File: config.mk
export PLATFORM = sky130hd
export DESIGN_NAME = spi_flash_xip
export DESIGN_NICKNAME = d
export VERILOG_FILES = /design/src/rtl/spi_flash_pkg.sv /design/src/rtl/spi_sck_gen.sv /design/src/rtl/spi_flash_xip.sv
export SDC_FILE = /design/constraint.sdc
export NUM_CORES = 1
export LEC_CHECK = 0
export BUFFER_PORTS_ARGS = -buffer_cell sky130_fd_sc_hd__buf_4
export CELL_PAD_IN_SITES_DETAIL_PLACEMENT = 0
export CELL_PAD_IN_SITES_GLOBAL_PLACEMENT = 1
export CORE_ASPECT_RATIO = 0.6
export CORE_MARGIN = 2
export CORE_UTILIZATION = 45
export DETAILED_ROUTE_END_ITERATION = 7
export PLACE_DENSITY = 0.84
export SYNTH_ARGS = -nofsm -noshare
export SYNTH_HDL_FRONTEND = slang
export SYNTH_SLANG_ARGS = --single-unit
File: constraint.sdc
create_clock -name clock -period 4.9 [get_ports clock]
set_clock_uncertainty 0.05 [all_clocks]
set_input_delay 0.245 -clock clock [delete_from_list [all_inputs] [get_ports clock]]
set_output_delay 0.245 -clock clock [all_outputs]
set_load 0.02 [all_outputs]
File: src/rtl/spi_flash_pkg.sv
// Shared types and constants for the SPI flash execute-in-place read port.
`timescale 1ns/1ps
package spi_flash_pkg;

  typedef enum logic [1:0] {
    IDLE,
    SETUP,
    SHIFT,
    RESP
  } state_t;

  localparam logic [7:0] CMD_READ      = 8'h03;
  localparam int         CMD_ADDR_BITS = 32;
  localparam int         DATA_BITS     = 32;
  localparam int         SCK_PERIODS   = CMD_ADDR_BITS + DATA_BITS;

  // Flash returns bytes in address order; the bus wants the first byte in [7:0].
  function automatic logic [DATA_BITS-1:0] byte_swap(input logic [DATA_BITS-1:0] w);
    return {w[7:0], w[15:8], w[23:16], w[31:24]};
  endfunction

endpackage

File: src/rtl/spi_sck_gen.sv
// SPI mode-0 clock divider: sck idles low, toggles every DIV cycles while
// enabled, and flags the cycle before each rising/falling transition.
`timescale 1ns/1ps
module spi_sck_gen #(
  parameter int unsigned DIV = 1
) (
  input  logic clock,
  input  logic reset,
  input  logic en,
  output logic sck,
  output logic rise,
  output logic fall
);

  logic [7:0] cnt;
  logic       tick;

  assign tick = en && (cnt == 8'(DIV - 1));
  assign rise = tick && !sck;
  assign fall = tick && sck;

  // Half-period counter and sck register; dropping en parks sck low.
  always_ff @(posedge clock) begin
    // NOTE: sequential state uses non-blocking assignments so every register
    // in the design samples pre-edge values, independent of block ordering.
    if (reset || !en) begin
      cnt <= '0;
      sck <= 1'b0;
    end else if (tick) begin
      cnt <= '0;
      sck <= !sck;
    end else begin
      cnt <= cnt + 8'd1;
    end
  end

endmodule

File: src/rtl/spi_flash_xip.sv
// Word-read port onto an SPI NOR flash: sends READ (0x03) plus a 24-bit
// address, then clocks in 32 data bits and presents them little-endian.
`timescale 1ns/1ps
module spi_flash_xip
  import spi_flash_pkg::*;
#(
  parameter int unsigned DIV = 1
) (
  input  logic                 clock,
  input  logic                 reset,
  input  logic                 req_valid,
  output logic                 req_ready,
  input  logic [23:0]          req_addr,
  output logic                 resp_valid,
  input  logic                 resp_ready,
  output logic [DATA_BITS-1:0] resp_data,
  output logic                 sck,
  output logic                 ss,
  output logic                 mosi,
  input  logic                 miso
);

  state_t                     state, state_next;
  logic [7:0]                 cyc;      // SETUP dwell counter
  logic [6:0]                 periods;  // completed sck periods (falling edges)
  logic [8:0]                 gap;      // consecutive cycles with ss high
  logic [CMD_ADDR_BITS-1:0]   tx;
  logic [DATA_BITS-1:0]       rx;
  logic                       shifting, sck_rise, sck_fall, accept;
  logic                       unused_addr_bits;

  // Reads are word aligned, so the byte-lane bits carry no information.
  assign unused_addr_bits = ^req_addr[1:0];

  // The divider stops as soon as the 64th falling edge has gone out.
  assign shifting = (state == SHIFT) && (periods != 7'(SCK_PERIODS));
  assign accept   = req_valid && req_ready;

  spi_sck_gen #(.DIV(DIV)) u_sck_gen (
    .clock (clock),
    .reset (reset),
    .en    (shifting),
    .sck   (sck),
    .rise  (sck_rise),
    .fall  (sck_fall)
  );

  // Next-state and handshake decode.
  always_comb begin
    // NOTE: every output of this block gets a default first, so no path can
    // leave one unassigned and infer a latch.
    state_next = state;
    req_ready  = 1'b0;
    resp_valid = 1'b0;
    unique case (state)
      IDLE: begin
        req_ready = (gap >= 9'(2 * DIV));
        if (req_valid && req_ready) state_next = SETUP;
      end
      SETUP: if (cyc == 8'(DIV - 1)) state_next = SHIFT;
      SHIFT: if (periods == 7'(SCK_PERIODS)) state_next = RESP;
      RESP: begin
        resp_valid = 1'b1;
        if (resp_ready) state_next = IDLE;
      end
      default: state_next = IDLE;
    endcase
  end

  // Control registers: state, chip select, mosi, counters and the response.
  always_ff @(posedge clock) begin
    if (reset) begin
      state     <= IDLE;
      ss        <= 1'b1;
      mosi      <= 1'b0;
      gap       <= '0;
      cyc       <= '0;
      periods   <= '0;
      resp_data <= '0;
    end else begin
      state <= state_next;
      ss    <= (state_next == IDLE) || (state_next == RESP);
      if (!ss)              gap <= '0;
      else if (gap != '1)   gap <= gap + 9'd1;
      cyc <= (state == SETUP) ? cyc + 8'd1 : '0;
      if (state != SHIFT)   periods <= '0;
      else if (sck_fall)    periods <= periods + 7'd1;
      // Bit 31 is presented on entry to SHIFT; later bits move only as sck falls.
      if (state == SETUP && state_next == SHIFT) mosi <= tx[CMD_ADDR_BITS-1];
      else if (sck_fall)                         mosi <= tx[CMD_ADDR_BITS-2];
      else if (state != SHIFT)                   mosi <= 1'b0;
      if (state == SHIFT && state_next == RESP)  resp_data <= byte_swap(rx);
    end
  end

  // Shift registers: command out (zero-filled, so mosi idles after 32 bits)
  // and data in on rising edges 33..64.
  always_ff @(posedge clock) begin
    // NOTE: pure datapath, no reset: tx is loaded on every accept and rx is
    // fully overwritten before it is ever used.
    if (accept)        tx <= {CMD_READ, req_addr[23:2], 2'b00};
    else if (sck_fall) tx <= tx << 1;
    if (sck_rise && periods >= 7'(CMD_ADDR_BITS)) rx <= {rx[DATA_BITS-2:0], miso};
  end

endmodule

Word-level counts from Yosys, hierarchy flattened

Cells that the tools add are included.

Register bits after elaboration: 131
Bits of input ports: 29

Add/subtract/negate cells: 4
Magnitude comparators: 2
Eq/ne operators: 9
Multiplexer cells: 12
Bitwise operators: 2
Reduce and logical (&&, ||, !) cells: 23

Operators by type and width:

| kind                                                 | count |
|---|---|
| 2-to-1 mux 24 bit                                    | 2 |
| adder 8 x 1 -> 8 bit (second input constant)         | 2 |
| logical NOT 8 bit                                    | 2 |
| adder 9 x 1 -> 9 bit (second input constant)         | 1 |
| >= comparator 9 x 2 -> 1 bit (second input constant) | 1 |
| logical AND 1 bit                                    | 9 |
| inequality test 9 bit (second input constant)        | 1 |
| equality test 2 bit (second input constant)          | 4 |
| 2-to-1 mux 2 bit                                     | 4 |
| one-hot mux 2 bit (4 select lines)                   | 1 |
| OR reduction 2 bit                                   | 4 |
| adder 7 x 1 -> 7 bit (second input constant)         | 1 |
| equality test 7 bit (second input constant)          | 1 |
| >= comparator 7 x 6 -> 1 bit (second input constant) | 1 |
| inequality test 7 bit (second input constant)        | 1 |
| 2-to-1 mux 1 bit                                     | 5 |
| logical NOT 2 bit                                    | 2 |
| nonzero test 3 bit                                   | 1 |
| equality test 2 x 1 -> 1 bit (second input constant) | 1 |
| logical NOT 1 bit                                    | 2 |
| logical OR 1 bit                                     | 2 |
| inequality test 2 bit (second input constant)        | 1 |
| inverter 1 bit                                       | 2 |
| nonzero test 2 bit                                   | 1 |

Logic depth before layout (Yosys ltp)

Word-level depth: 7
Depth in mapped cells: 12
Depth with buffers taken out: 10

Hierarchy

From an unflattened synthesis, not the netlist that was laid out.

Cell total of the unflattened synthesis: 455
Area total of the unflattened synthesis: 5093.6 µm²

Modules (own cells, without submodules):

| module        | instances | cells an instance | area each (µm²) | sequential area each (µm²) |
|---|---|---|---|---|
| spi_flash_xip | 1         | 408               | 4653.2          | 2982.9 |
| spi_sck_gen   | 1         | 47                | 440.4           | 180.2 |

Least setup slack after synthesis

No wires, ideal clock.

Kind: reg2reg
Start: register u_sck_gen.cnt[0]
End: register rx[0] (enable)
Setup time: 0.468 ns
Arrival time: 3.442 ns
Slack: 0.940 ns
Stages on the path, launching flop included: 6
Path buffers: 0
Clock period less this slack: 3.960 ns
Path through: dfxtp_1 > inv_1 > ha_1 > nor3b_2 > o211a_1 > nor3b_1

Cells in the longest elaborated chain, start to end: 4

Ends and longest elaborated chain:

| what                   | RTL line             | text |
|---|---|---|
| start, declared        | spi_sck_gen.sv:15    | `logic [7:0] cnt;` |
| start signal, assigned | spi_sck_gen.sv:33    | `cnt <= cnt + 8'd1;` |
| logical NOT 8 bit      | spi_sck_gen.sv:18    | `assign tick = en && (cnt == 8'(DIV - 1));` |
| logical AND 1 bit      | spi_sck_gen.sv:18    |  |
| logical AND 1 bit      | spi_sck_gen.sv:19    | `assign rise = tick && !sck;` |
| logical AND 1 bit      | spi_flash_xip.sv:103 | `if (sck_rise && periods >= 7'(CMD_ADDR_BITS)) rx <= {rx[DATA_BITS-2:0], miso};` |
| end signal, assigned   | spi_flash_xip.sv:103 |  |
| end, declared          | spi_flash_xip.sv:28  | `logic [DATA_BITS-1:0] rx;` |

No other way between the ends.
A chain may end at the register's enable or synchronous reset.

Worst setup path in the final report

Start: register gap[0]
End: register resp_data[8]

Cells in the longest elaborated chain, start to end: 6

Ends and longest elaborated chain:

| what                               | RTL line            | text |
|---|---|---|
| start, declared                    | spi_flash_xip.sv:26 | `logic [8:0] gap;` |
| start signal, assigned             | spi_flash_xip.sv:84 | `else if (gap != '1) gap <= gap + 9'd1;` |
| >= comparator 9 x 2 -> 1 bit       | spi_flash_xip.sv:57 | `req_ready = (gap >= 9'(2 * DIV));` |
| logical AND 1 bit                  | spi_flash_xip.sv:58 | `if (req_valid && req_ready) state_next = SETUP;` |
| 2-to-1 mux 2 bit                   | spi_flash_xip.sv:58 |  |
| one-hot mux 2 bit (4 select lines) | spi_flash_xip.sv:55 | `unique case (state)` |
| via state_next[0]                  | spi_flash_xip.sv:23 | `state_t state, state_next;` |
| equality test 2 bit                | spi_flash_xip.sv:92 | `if (state == SHIFT && state_next == RESP) resp_data <= byte_swap(rx);` |
| logical AND 1 bit                  | spi_flash_xip.sv:92 |  |
| end signal, assigned               | spi_flash_xip.sv:92 |  |
| end, declared                      | spi_flash_xip.sv:16 | `output logic [DATA_BITS-1:0] resp_data,` |

The timed path passes the listed nets, and every way through them passes these cells.

==> metrics.yaml <==
clocking:
  postCtsHoldBufs: 1
  cts-resized-gates: 0
  cts.sinks: 131
  cts_tree: "built"
  postCtsSetupRepairBufs: 0
  clock_latency_ns: 0.42
  cts.path.max_buffers: 2
  cts_max_level: 4
  numCtsBuffers: 17
  clkTransAtPathRegs_ns: 0.06
  clockRootBuffer: "clkbuf_16"
synth:
  async_flop_share_pct: 0
  synth_nets: 497
  synthCells: 457
  synth.avg_cell_area_um2: 11.19
  synth.distinct_cells: 46
  synth_ff_type: "dfxtp_1"
  syn_area_mm2: 0.005115
  yosysWarnings: 0
  synth-seq-area-share_pct: 61.84
  synth-seq-cells: 131
  synth-edff-count: 54
timing:
  whs_ns: 0.07645
  finalCritPeriodShare_pct: 70.64
  drv_slew: 0
  fin_crit_ns: 3.461
  tightest_slew_ns: 1.175
  fmax_ghz: 0.2889
  grt_setup_unrepaired: "no"
  worst_slack_ns: 1.439
  finalSetupTns_ns: 0
  timing.slew.headroom_pct: 21.67
  hold_viol: 0
  setup_viol: 0
critical_path:
  worst-path-stages: 11
  end_kind: "register"
  reg2reg_depth: 11
  cp_top_family: "simple AND/OR/NAND/NOR gates"
  startpoint_type: "register"
  rr_startpoint: "gap[0]"
  setup.worst_path.class: "register to register"
  cp_max_fo: 32
  crit_slowest_cell: "nand2_1"
  path_cells: "inv_1 > ha_1 > nor4_1 > a31oi_2 > buf_4 > a221oi_1 > inv_1 > ha_1 > nand2_1 > nand2_1 > a21oi_1"
  cp_slowest_stage_delay_ns: 0.82
  r2r_end: "resp_data[8]"
  worstSetupStartpoint: "gap[0]"
  worstSetupEndpoint: "resp_data[8]"
  cp_data_arrival_time_ns: 3.75
  crit_buf_inv: 3
  crit_required_ns: 5.18
  r2r_setup_slack_ns: 1.44
floorplanning:
  initial_core_util_pct: 45.73
  core_mm2: 0.01119
  num_io_pins: 66
  die_h_um: 86.58
  die_area_mm2: 0.01226
  die_x_um: 141.6
  row_count: 30
global_route:
  grt_pass1_vias: 3281
  grt_pass1_wl_um: 15500
  grt_overflow: 0
  grt_start_max_net_pins: 42
  antenna_found_initial: 0
  grt_usage_pct: 16.57
pwr:
  leakage_nw: 2.312
  pwr_density_cell_mw_per_mm2: 458.1
  total_power_mw: 2.877
  max-vdd-ir-drop_uv: 251.6
routing:
  first_pass_iters: 4
  routed_wl_um: 9500
  vias: 3408
  ant_nets: 0
  via_per_inst: 5.027
  first_iter_violations: 222
  drc: 0
  routedWlPerCell_um: 14.01
outcome:
  status: "finished clean"
place:
  gp_congestion: 0.7948
  postPlaceCellArea_mm2: 0.005677
  dp_hpwl_um: 6041
  dpl_worst_slack_ns: 1.395
  numPortBuffers: 63
  place_inst: 645
final_layout:
  final_area_mm2: 0.006281
  layout.nets: 561
  drive_above_1_share_pct: 22.85
  syn_to_final_growth_pct: 22.80
  finalNonFillerCells: 678
  diodes: 0
  utilization_pct: 56.15
  fillers: 938
hold_path:
  hold_path.class: "input pin to register"
  whs_path_depth: 2
job:
  drv_cap: 0
-- area by class of cell --
class / count / area (um2) / area share (%)
tap: 144 / 180.2 / 2.869
clock inverter: 11 / 133.9 / 2.131
multi-input combinational: 292 / 1797 / 28.61
sequential: 131 / 3163 / 50.36
inverter: 13 / 48.80 / 0.7769
clock buffer: 21 / 460.4 / 7.331
timing repair buffer: 66 / 498.0 / 7.928
-- report_power, final --
group	internal (mW)	leakage [nW]	total, mW	switching (mW)
clock	0.820	0.292	1.27	0.453
combinational	0.153	0.909	0.318	0.164
sequential	1.24	1.11	1.29	0.0415
total	2.22	2.31	2.88	0.659
-- layer usage --
layer  global-route usage (%)  vias up  routed length, um
met2                    23.96       74               4038
met5                        0        -                  0
met4                    5.455        0                 80
met3                    8.287       10                658
met1                    21.77     1613               4722
li1                         -     1711                  -
-- state kept, by name, summed over array words and instances, names as in the netlist --
signal and cells:
cyc 8, gap 9, mosi 1, periods 7, resp_data 32, rx 32
ss 1, state 2, tx 30, u_sck_gen.cnt 8, u_sck_gen.sck 1
-- how the worst min path moves through the flow --
stage | slack (ns) | from | to
final | 0.08 | req_addr[2] | tx[2]
after global routing | 0.07 | req_addr[22] | tx[22]
after CTS | 0.06 | req_addr[2] | tx[2]
after detailed placement | 0.38 | miso | rx[0]
after global placement | 0.38 | tx[25] | tx[25]
after floorplan | 0.29 | miso | rx[0]
-- cell usage in the layout, fill, tap and decap left out, types with 6 or more instances in the layout --
master	count
a21oi_1	40
buf_4	65
clkbuf_16	17
dfxtp_1	77
edfxtp_1	54
ha_1	11
inv_1	13
mux2_2	21
nand2_1	80
nand2b_1	7
nand3_1	15
nor2_1	34
nor3_1	6
o21ai_0	6
xnor2_1	9
xor2_1	11
-- Yosys cell counts, types with 7 or more instances --
| master | instances | area share (%) |
|---|---|---|
| xor2_1 | 11 | 1.9 |
| inv_1 | 13 | 0.95 |
| xnor2_1 | 9 | 1.5 |
| nand2b_1 | 7 | 0.86 |
| nor2_1 | 34 | 2.5 |
| buf_2 | 7 | 0.68 |
| dfxtp_1 | 77 | 30 |
| a21oi_1 | 40 | 3.9 |
| mux2_2 | 21 | 4.6 |
| edfxtp_1 | 54 | 32 |
| nand2_1 | 80 | 5.9 |
| ha_1 | 11 | 2.7 |
| nand3_1 | 15 | 1.5 |
| clkbuf_1 | 12 | 0.88 |
-- kinds of logic (layout without fill, tap and decap cells) --
group / count (synthesis) / in the layout / synth area share (%)
adder cells (fa/ha/maj): 11 / 11 / 2.691
AO/OA/AOI/OAI: 62 / 62 / 7.314
AND/OR/NAND/NOR: 173 / 173 / 16.00
multiplexers: 26 / 26 / 5.602
flip-flops: 131 / 131 / 61.84
buffers and inverters: 34 / 111 / 3.131
XOR/XNOR: 20 / 20 / 3.425
Power figures use the tool's default switching activity.
